### src/rtl/eda_pkg.sv
// Shared types and constants for the regional-max scan controller.
// State encoding and neighbour bit positions live here so that every block agrees on them.
package eda_pkg;

  typedef enum logic [2:0] {
    S_IDLE  = 3'd0,
    S_ISSUE = 3'd1,
    S_WAIT  = 3'd2,
    S_WRITE = 3'd3,
    S_DONE  = 3'd4
  } state_t;

  // Neighbour bit positions within the 8-bit validity mask.
  localparam int NB_NW = 0;
  localparam int NB_N  = 1;
  localparam int NB_NE = 2;
  localparam int NB_W  = 3;
  localparam int NB_E  = 4;
  localparam int NB_SW = 5;
  localparam int NB_S  = 6;
  localparam int NB_SE = 7;

endpackage

### src/rtl/eda_nbr_mask.sv
// Combinational boundary mask: marks which of the 8 neighbours of (row, col) lie inside the image.
module eda_nbr_mask
  import eda_pkg::*;
#(
  parameter int M  = 16,
  parameter int N  = 16,
  parameter int RW = (M > 1) ? $clog2(M) : 1,
  parameter int CW = (N > 1) ? $clog2(N) : 1
) (
  input  logic [RW-1:0] row,
  input  logic [CW-1:0] col,
  output logic [7:0]    mask
);

  logic edge_top;
  logic edge_bot;
  logic edge_lft;
  logic edge_rgt;

  assign edge_top = (row == '0);
  assign edge_bot = (row == RW'(M - 1));
  assign edge_lft = (col == '0);
  assign edge_rgt = (col == CW'(N - 1));

  // Clears combine, so corners lose five neighbours and a 1-wide image loses more.
  always_comb begin
    mask = 8'hFF;
    if (edge_top) begin
      mask[NB_NW] = 1'b0;
      mask[NB_N]  = 1'b0;
      mask[NB_NE] = 1'b0;
    end
    if (edge_bot) begin
      mask[NB_SW] = 1'b0;
      mask[NB_S]  = 1'b0;
      mask[NB_SE] = 1'b0;
    end
    if (edge_lft) begin
      mask[NB_NW] = 1'b0;
      mask[NB_W]  = 1'b0;
      mask[NB_SW] = 1'b0;
    end
    if (edge_rgt) begin
      mask[NB_NE] = 1'b0;
      mask[NB_E]  = 1'b0;
      mask[NB_SE] = 1'b0;
    end
  end

endmodule

### src/rtl/eda_scan_ctrl.sv
// Raster-scan controller: walks every pixel, strobes the compare unit, and writes its result bit back.
// state | meaning: IDLE wait for start; ISSUE load pixel; WAIT compare settles; WRITE write result; DONE completion pulse
module eda_scan_ctrl
  import eda_pkg::*;
#(
  parameter int M          = 16,
  parameter int N          = 16,
  parameter int ADDR_WIDTH = $clog2(M * N)
) (
  input  logic                  clk,
  input  logic                  reset,
  input  logic                  start,
  input  logic                  abort,
  output logic                  new_pixel,
  output logic [ADDR_WIDTH-1:0] center_addr,
  output logic [7:0]            neigh_addr_valid,
  input  logic                  compare_out,
  input  logic                  out_ready,
  output logic                  bw_we,
  output logic [ADDR_WIDTH-1:0] bw_addr,
  output logic                  bw_data,
  output logic                  busy,
  output logic                  done,
  output logic [ADDR_WIDTH:0]   max_count
);

  localparam int RW = (M > 1) ? $clog2(M) : 1;
  localparam int CW = (N > 1) ? $clog2(N) : 1;

  state_t        state;
  state_t        state_nxt;
  logic [RW-1:0] row;
  logic [CW-1:0] col;
  logic          last_pix;
  logic          start_acc;

  assign last_pix  = (row == RW'(M - 1)) && (col == CW'(N - 1));
  assign start_acc = (state == S_IDLE) && start && !abort;

  always_ff @(posedge clk) begin
    if (reset) state <= S_IDLE;
    else       state <= state_nxt;
  end

  // abort wins over everything except reset; in IDLE it simply keeps the FSM parked.
  always_comb begin
    state_nxt = state;
    if (abort) begin
      state_nxt = S_IDLE;
    end else begin
      case (state)
        S_IDLE:  if (start) state_nxt = S_ISSUE;
        S_ISSUE: state_nxt = S_WAIT;
        S_WAIT:  state_nxt = S_WRITE;
        S_WRITE: if (out_ready) state_nxt = last_pix ? S_DONE : S_ISSUE;
        S_DONE:  state_nxt = S_IDLE;
        default: state_nxt = S_IDLE;
      endcase
    end
  end

  always_comb begin
    new_pixel = 1'b0;
    busy      = 1'b0;
    done      = 1'b0;
    bw_we     = 1'b0;
    new_pixel = (state == S_ISSUE);
    busy      = (state != S_IDLE);
    done      = (state == S_DONE);
    bw_we     = (state == S_WRITE) && out_ready && !abort && !reset;
  end

  // Position only advances on an accepted write, so the address is stable for the whole pixel.
  always_ff @(posedge clk) begin
    if (reset) begin
      row       <= '0;
      col       <= '0;
      max_count <= '0;
    end else if (start_acc) begin
      row       <= '0;
      col       <= '0;
      max_count <= '0;
    end else if (bw_we) begin
      if (compare_out) max_count <= max_count + 1'b1;
      if (!last_pix) begin
        if (col == CW'(N - 1)) begin
          col <= '0;
          row <= row + 1'b1;
        end else begin
          col <= col + 1'b1;
        end
      end
    end
  end

  assign center_addr = ADDR_WIDTH'(row) * ADDR_WIDTH'(N) + ADDR_WIDTH'(col);
  assign bw_addr     = center_addr;
  assign bw_data     = compare_out;

  eda_nbr_mask #(
    .M (M),
    .N (N),
    .RW(RW),
    .CW(CW)
  ) u_nbr_mask (
    .row (row),
    .col (col),
    .mask(neigh_addr_valid)
  );

endmodule

### config.mk
export PLATFORM = sky130hd
export DESIGN_NAME = eda_scan_ctrl
export DESIGN_NICKNAME = d
export VERILOG_FILES = /design/src/rtl/eda_pkg.sv /design/src/rtl/eda_nbr_mask.sv /design/src/rtl/eda_scan_ctrl.sv
export SDC_FILE = /design/constraint.sdc
export NUM_CORES = 1
export LEC_CHECK = 0
export ABC_AREA = 1
export BUFFER_PORTS_ARGS = -buffer_cell sky130_fd_sc_hd__buf_2
export CELL_PAD_IN_SITES_DETAIL_PLACEMENT = 1
export CELL_PAD_IN_SITES_GLOBAL_PLACEMENT = 2
export CORE_MARGIN = 5
export CORE_UTILIZATION = 28
export CTS_CLUSTER_DIAMETER = 30
export DETAILED_ROUTE_END_ITERATION = 16
export GPL_ROUTABILITY_DRIVEN = 0
export GPL_TIMING_DRIVEN = 0
export PLACE_DENSITY = 0.94
export SYNTH_ARGS = -nofsm -noshare
export SYNTH_HDL_FRONTEND = slang
export SYNTH_SLANG_ARGS = --single-unit
### constraint.sdc
create_clock -name clk -period 2.25 [get_ports clk]
set_input_delay 0.45 -clock clk [delete_from_list [all_inputs] [get_ports clk]]
set_output_delay 0.45 -clock clk [all_outputs]
set_load 0.05 [all_outputs]
======== Word-level counts from Yosys, hierarchy flattened ========
Index checks and enable logic that the tools add are counted.
word-level totals
  register bits ........................... 20
  latch bits .............................. 0
  bits in writable memories ............... 0
  ROM bits ................................ 0
  output and inout port bits .............. 38
  memories ................................ 0
cells by class
  add/sub/neg operators ................... 4
  multipliers ............................. 0
  divide/modulo/power cells ............... 0
  order comparisons ....................... 0
  eq/ne operators ......................... 8
  shift operators ......................... 0
  muxes and demuxes ....................... 13
  bitwise logic cells ..................... 1
  reductions and logical operators ........ 18
operator list
  kind                                                                   count
  3-bit 2-to-1 mux                                                       5
  3-bit one-hot mux with 4 select lines                                  1
  9-bit by 1-bit adder with 9-bit output, second input constant          1
  4-bit by 1-bit adder with 4-bit output, second input constant          2
  8-bit by 4-bit adder with 8-bit output                                 1
  4-bit equality test, second input constant                             2
  4-bit zero test                                                        2
  3-bit by 2-bit equality test with 1-bit output, second input constant  2
  1-bit logical AND                                                      6
  1-bit 2-to-1 mux                                                       6
  2-bit AND reduction                                                    3
  4-bit 2-to-1 mux                                                       1
  2-bit != test, second input constant                                   2
  2-bit OR reduction                                                     2
  3-bit by 1-bit equality test with 1-bit output, second input constant  1
  3-bit equality test, second input constant                             1
  3-bit zero test                                                        1
  3-bit AND reduction                                                    1
  3-bit nonzero test                                                     1
  1-bit zero test                                                        2
  1-bit NOT                                                              1

======== Longest topological paths before layout ========
  depth in word-level cells ............... 5
  gate-level depth with buffers ........... 8
  gate-level depth less buffers ........... 8

======== By module ========
From an unflattened synthesis, not the netlist that was laid out.
unflattened totals
  cells, all modules ...................... 208
  area, all modules ....................... 1318.8 um^2
by module, submodules not included
  module         instances  cells each  area an instance (um^2)  sequential area each (um^2)
  eda_scan_ctrl  1          183         1224.9                   400.4
  eda_nbr_mask   1          25          93.8                     0.0

======== Worst setup path before layout ========
OpenSTA, ideal clock, no wires.
  kind .................................... reg-to-output
  start point ............................. reg row[1]
  end point ............................... out neigh_addr_valid[5]
  arrival ................................. 1904 ps
  data required time ...................... 1800 ps
  setup slack ............................. -104 ps
  stages on the path, launching flop included .. 5
  path buffers ............................ 0
  path through ............................ dfxtp_1 -> ha_1 -> nand3_1 -> nand2_1 -> inv_1
between the ends
  word-level cells in the longest chain between the ends .. 3
RTL lines
  element                 line                 source
  from (decl)             eda_scan_ctrl.sv:32  logic [RW-1:0] row;
  from (signal assigned)  eda_scan_ctrl.sv:88  row <= row + 1'b1;
  4-bit equality test     eda_nbr_mask.sv:21   assign edge_bot = (row == RW'(M - 1));
  3-bit 2-to-1 mux        eda_nbr_mask.sv:33   if (edge_bot) begin
  1-bit 2-to-1 mux        eda_nbr_mask.sv:38   if (edge_lft) begin
  to (decl)               eda_scan_ctrl.sv:16  output logic [7:0] neigh_addr_valid,
Every way passes these cells.

======== Worst setup path in the final report ========
  start point ............................. in reset
  end point ............................... out bw_we
between the ends
  word-level cells in the longest chain between the ends .. 2
RTL lines
  element            line                 source
  from (decl)        eda_scan_ctrl.sv:11  input logic reset,
  1-bit zero test    eda_scan_ctrl.sv:70  bw_we = (state == S_WRITE) && out_ready && !abort && !reset;
  1-bit logical AND  eda_scan_ctrl.sv:70
  to (decl)          eda_scan_ctrl.sv:19  output logic bw_we,
Every way passes these cells.

==> impl_results.md <==
- Status: completed
- Rel. slew slack: 0.803
- Reg2Reg Capture Point: col[3]
- Leak Pwr: approximately 0.85 nW
- Iteration-0 DRC Markers: 28
- Vias in the first global route: 1345
- Die Y: 78.3 um
- GRT overflow: 0
- # IOs: 44
- Count of cell types in the netlist: 25
- Clock skew: 0.00127 ns
- Sinks on Clock Net: 20
- Via count: 1336
- Final net count: 255
- Predominant post-synthesis flop cell: dfxtp_1
- Crit path arrival time: 1.42 ns
- Pre-antenna DRT Iters: 3
- Syn_area_per_cell: roughly 6.7 um2
- Ys async rst share: 0
- Top cell types by occurrence after synthesis: nand2_1, inv_1, dfxtp_1, nor2_1, a21oi_1
- Wirelength, routed: 3370 um
- Area grow syn2layout: 25.3%
- Tot GR Track Use: 0.112
- Vias/cell: roughly 4.5
- Tcrit/Tclk final: 0.829
- R2R depth: 8
- Slew @ Worst Pin: 0.295 ns
- Ys Warns: 0
- RSZ-0062 raised after global routing: false
- Clock transition at path regs: 0.07 ns
- Clock H-tree levels: 1
- Post-synth top area cell: dfxtp_1
- Die Wd: between 70 and 80 um
- Fin Setup TNS: 0 ns
- Post-synthesis sequential area ratio: 0.307
- Worst hold start: reset
- Detail Route Antenna Nets: 0
- Min Tclk post-route: approximately 1.9 ns
- # port buffers: between 40 and 50
- Post-Syn Area: 0.00131 mm2
- Share of the synthesized area in the top cell type: 0.307
- CP Max Fanout: 9
- Post-synth EDFFs: 0
- Reg2Reg Setup Slack: about 0.75 ns
- Drc violations: 0
- CTS tree: yes
- Core area: 0.00444 mm2
- Pwr per Cell Area: 391 mW/mm2
- # diodes: 0
- Fillers: 608
- Min-delay worst type: in -> reg
- Critical path endpoint category: output port
- Initial antenna violation count: 0
- Fmax: between 0.5 and 0.6 GHz
- Req. time, crit path: 1.80 ns
- Top cells by area, synth: dfxtp_1, nand2_1, inv_1
- WHS Endpoint: row[1]
- # rows: 24
- Starting density of the core: 0.294
- Min Hold Slack: 0.478 ns
- Post-detailed-route wirelength per cell: 11.5 um
- Cts bufs inserted: 3
- FF-to-FF Start: col[1]
- Share of layout cells above drive strength 1: 0.310
- Clk_lat worst skew: 0.25 ns
- Root Buffer: clkbuf_8
- Setup crit start kind: primary input
- Worst-case clock buffer depth: 2
- Setup Viol. Count Final: 0
- Net Count, Synth: 207
- Postcts setup bufs: 0
- Register bit count reported by yosys: 20
- Hold Crit Depth: 4
- Slew Viols, Final: 0
- Hold Fails Final Rpt: 0
- Synthesized instance count: approximately 200
- Resize count post-CTS: 0
- CTS Hold Bufs: 0
- Die area: 0.00613 mm2
- Max Cap Viol: 0
- Largest net degree at the start of global routing: 11
- Peak supply drop: 0.182 mV
- Top-count cell post-synth: nand2_1
- HPWL Detailed: 2790 um
- CP Class: in -> out
- First-pass GRT wire length: between 5000 and 6000 um
==> layer usage <==
metal | global-route usage | vias to the layer above | part of all wire
li1 | - | 700 | -
met1 | 0.133 | 604 | 0.46
met2 | 0.206 | 28 | 0.48
met3 | 0.0172 | 4 | 0.047
met4 | 0.0367 | 0 | 0.011
met5 | 0 | - | 0
==> flip-flops by register name, indices dropped and copies added, names as in the netlist <==
name and cells:
max_count 9, col 4, row 4, state 3
==> cells by family after synthesis <==
logic type      synth area share
buf+inv                    0.148
fa+ha+maj                 0.0479
compound gates            0.0844
flops                      0.307
xor+xnor                  0.0268
simple gates               0.386
==> per-stage QoR <==
step           cells   util  setup slack (ns)  area [um2]  total power [mW]
2_1_floorplan    196      -            0.0213        1310             0.402
3_3_place_gp     291  0.359             0.368        1590             0.417
3_5_place_dp     291  0.359             0.361        1590             0.418
4_1_cts          294  0.368             0.360        1640             0.655
5_1_grt          294  0.368             0.258        1640             0.678
6_report         294  0.368             0.385        1640             0.640
==> how the worst max path moves through the flow <==
stage	end	depth (start not counted)	slack, ns	from
finish	bw_we	5	0.38	reset
global route	neigh_addr_valid[2]	5	0.26	col[1]
CTS	bw_we	5	0.36	reset
detailed placement	bw_we	5	0.36	reset
global placement	bw_we	5	0.37	reset
floorplan	neigh_addr_valid[0]	5	0.02	col[1]
==> where the power goes <==
part	total [mW]	leakage (nW)	internal, mW	switching [mW]
logic	0.0504	0.670	0.0158	0.0346
clock network	0.232	0.0216	0.119	0.113
registers	0.358	0.163	0.355	0.00285
total	0.640	0.855	0.490	0.150
==> worst max-delay path: stages <==
cell	delay, ns
buf_2	0.12
nor2_1	0.18
nand2_1	0.17
nor2_8	0.19
buf_2	0.30
==> layout by cell type, fill, tap and decap left out <==
cell,synthesis,final
clkbuf_8,0,3
nand2_1,63,63
a21oi_2,1,1
nor2_1,18,18
dfxtp_1,20,17
dfxtp_2,0,3
nor2_8,1,1
o21ai_0,3,3
nand3_1,11,10
nand4_1,4,4
buf_2,0,43
buf_6,1,1
nor4_1,1,1
clkinv_4,1,1
nand2_4,1,1
nand3_2,2,3
inv_1,25,25
inv_2,3,3
buf_4,9,9
nand3b_1,2,2
ha_1,5,5
a21oi_1,14,14
nand2_2,2,2
nand3_4,1,1
nor3_1,1,1
nor2_2,2,2
xor2_1,4,4
a21oi_4,1,1
==> area by class of cell <==
type / count / area [um2] / area share
clock buffer: 3 / 41.3 / 0.0252
tap: 52 / 65.1 / 0.0398
multi-input combinational: 137 / 717 / 0.438
inverter: 29 / 114 / 0.0696
buffer: 10 / 78.8 / 0.0482
sequential: 20 / 404 / 0.247
timing repair buffer: 43 / 215 / 0.132
Power figures use the tool's default switching activity.
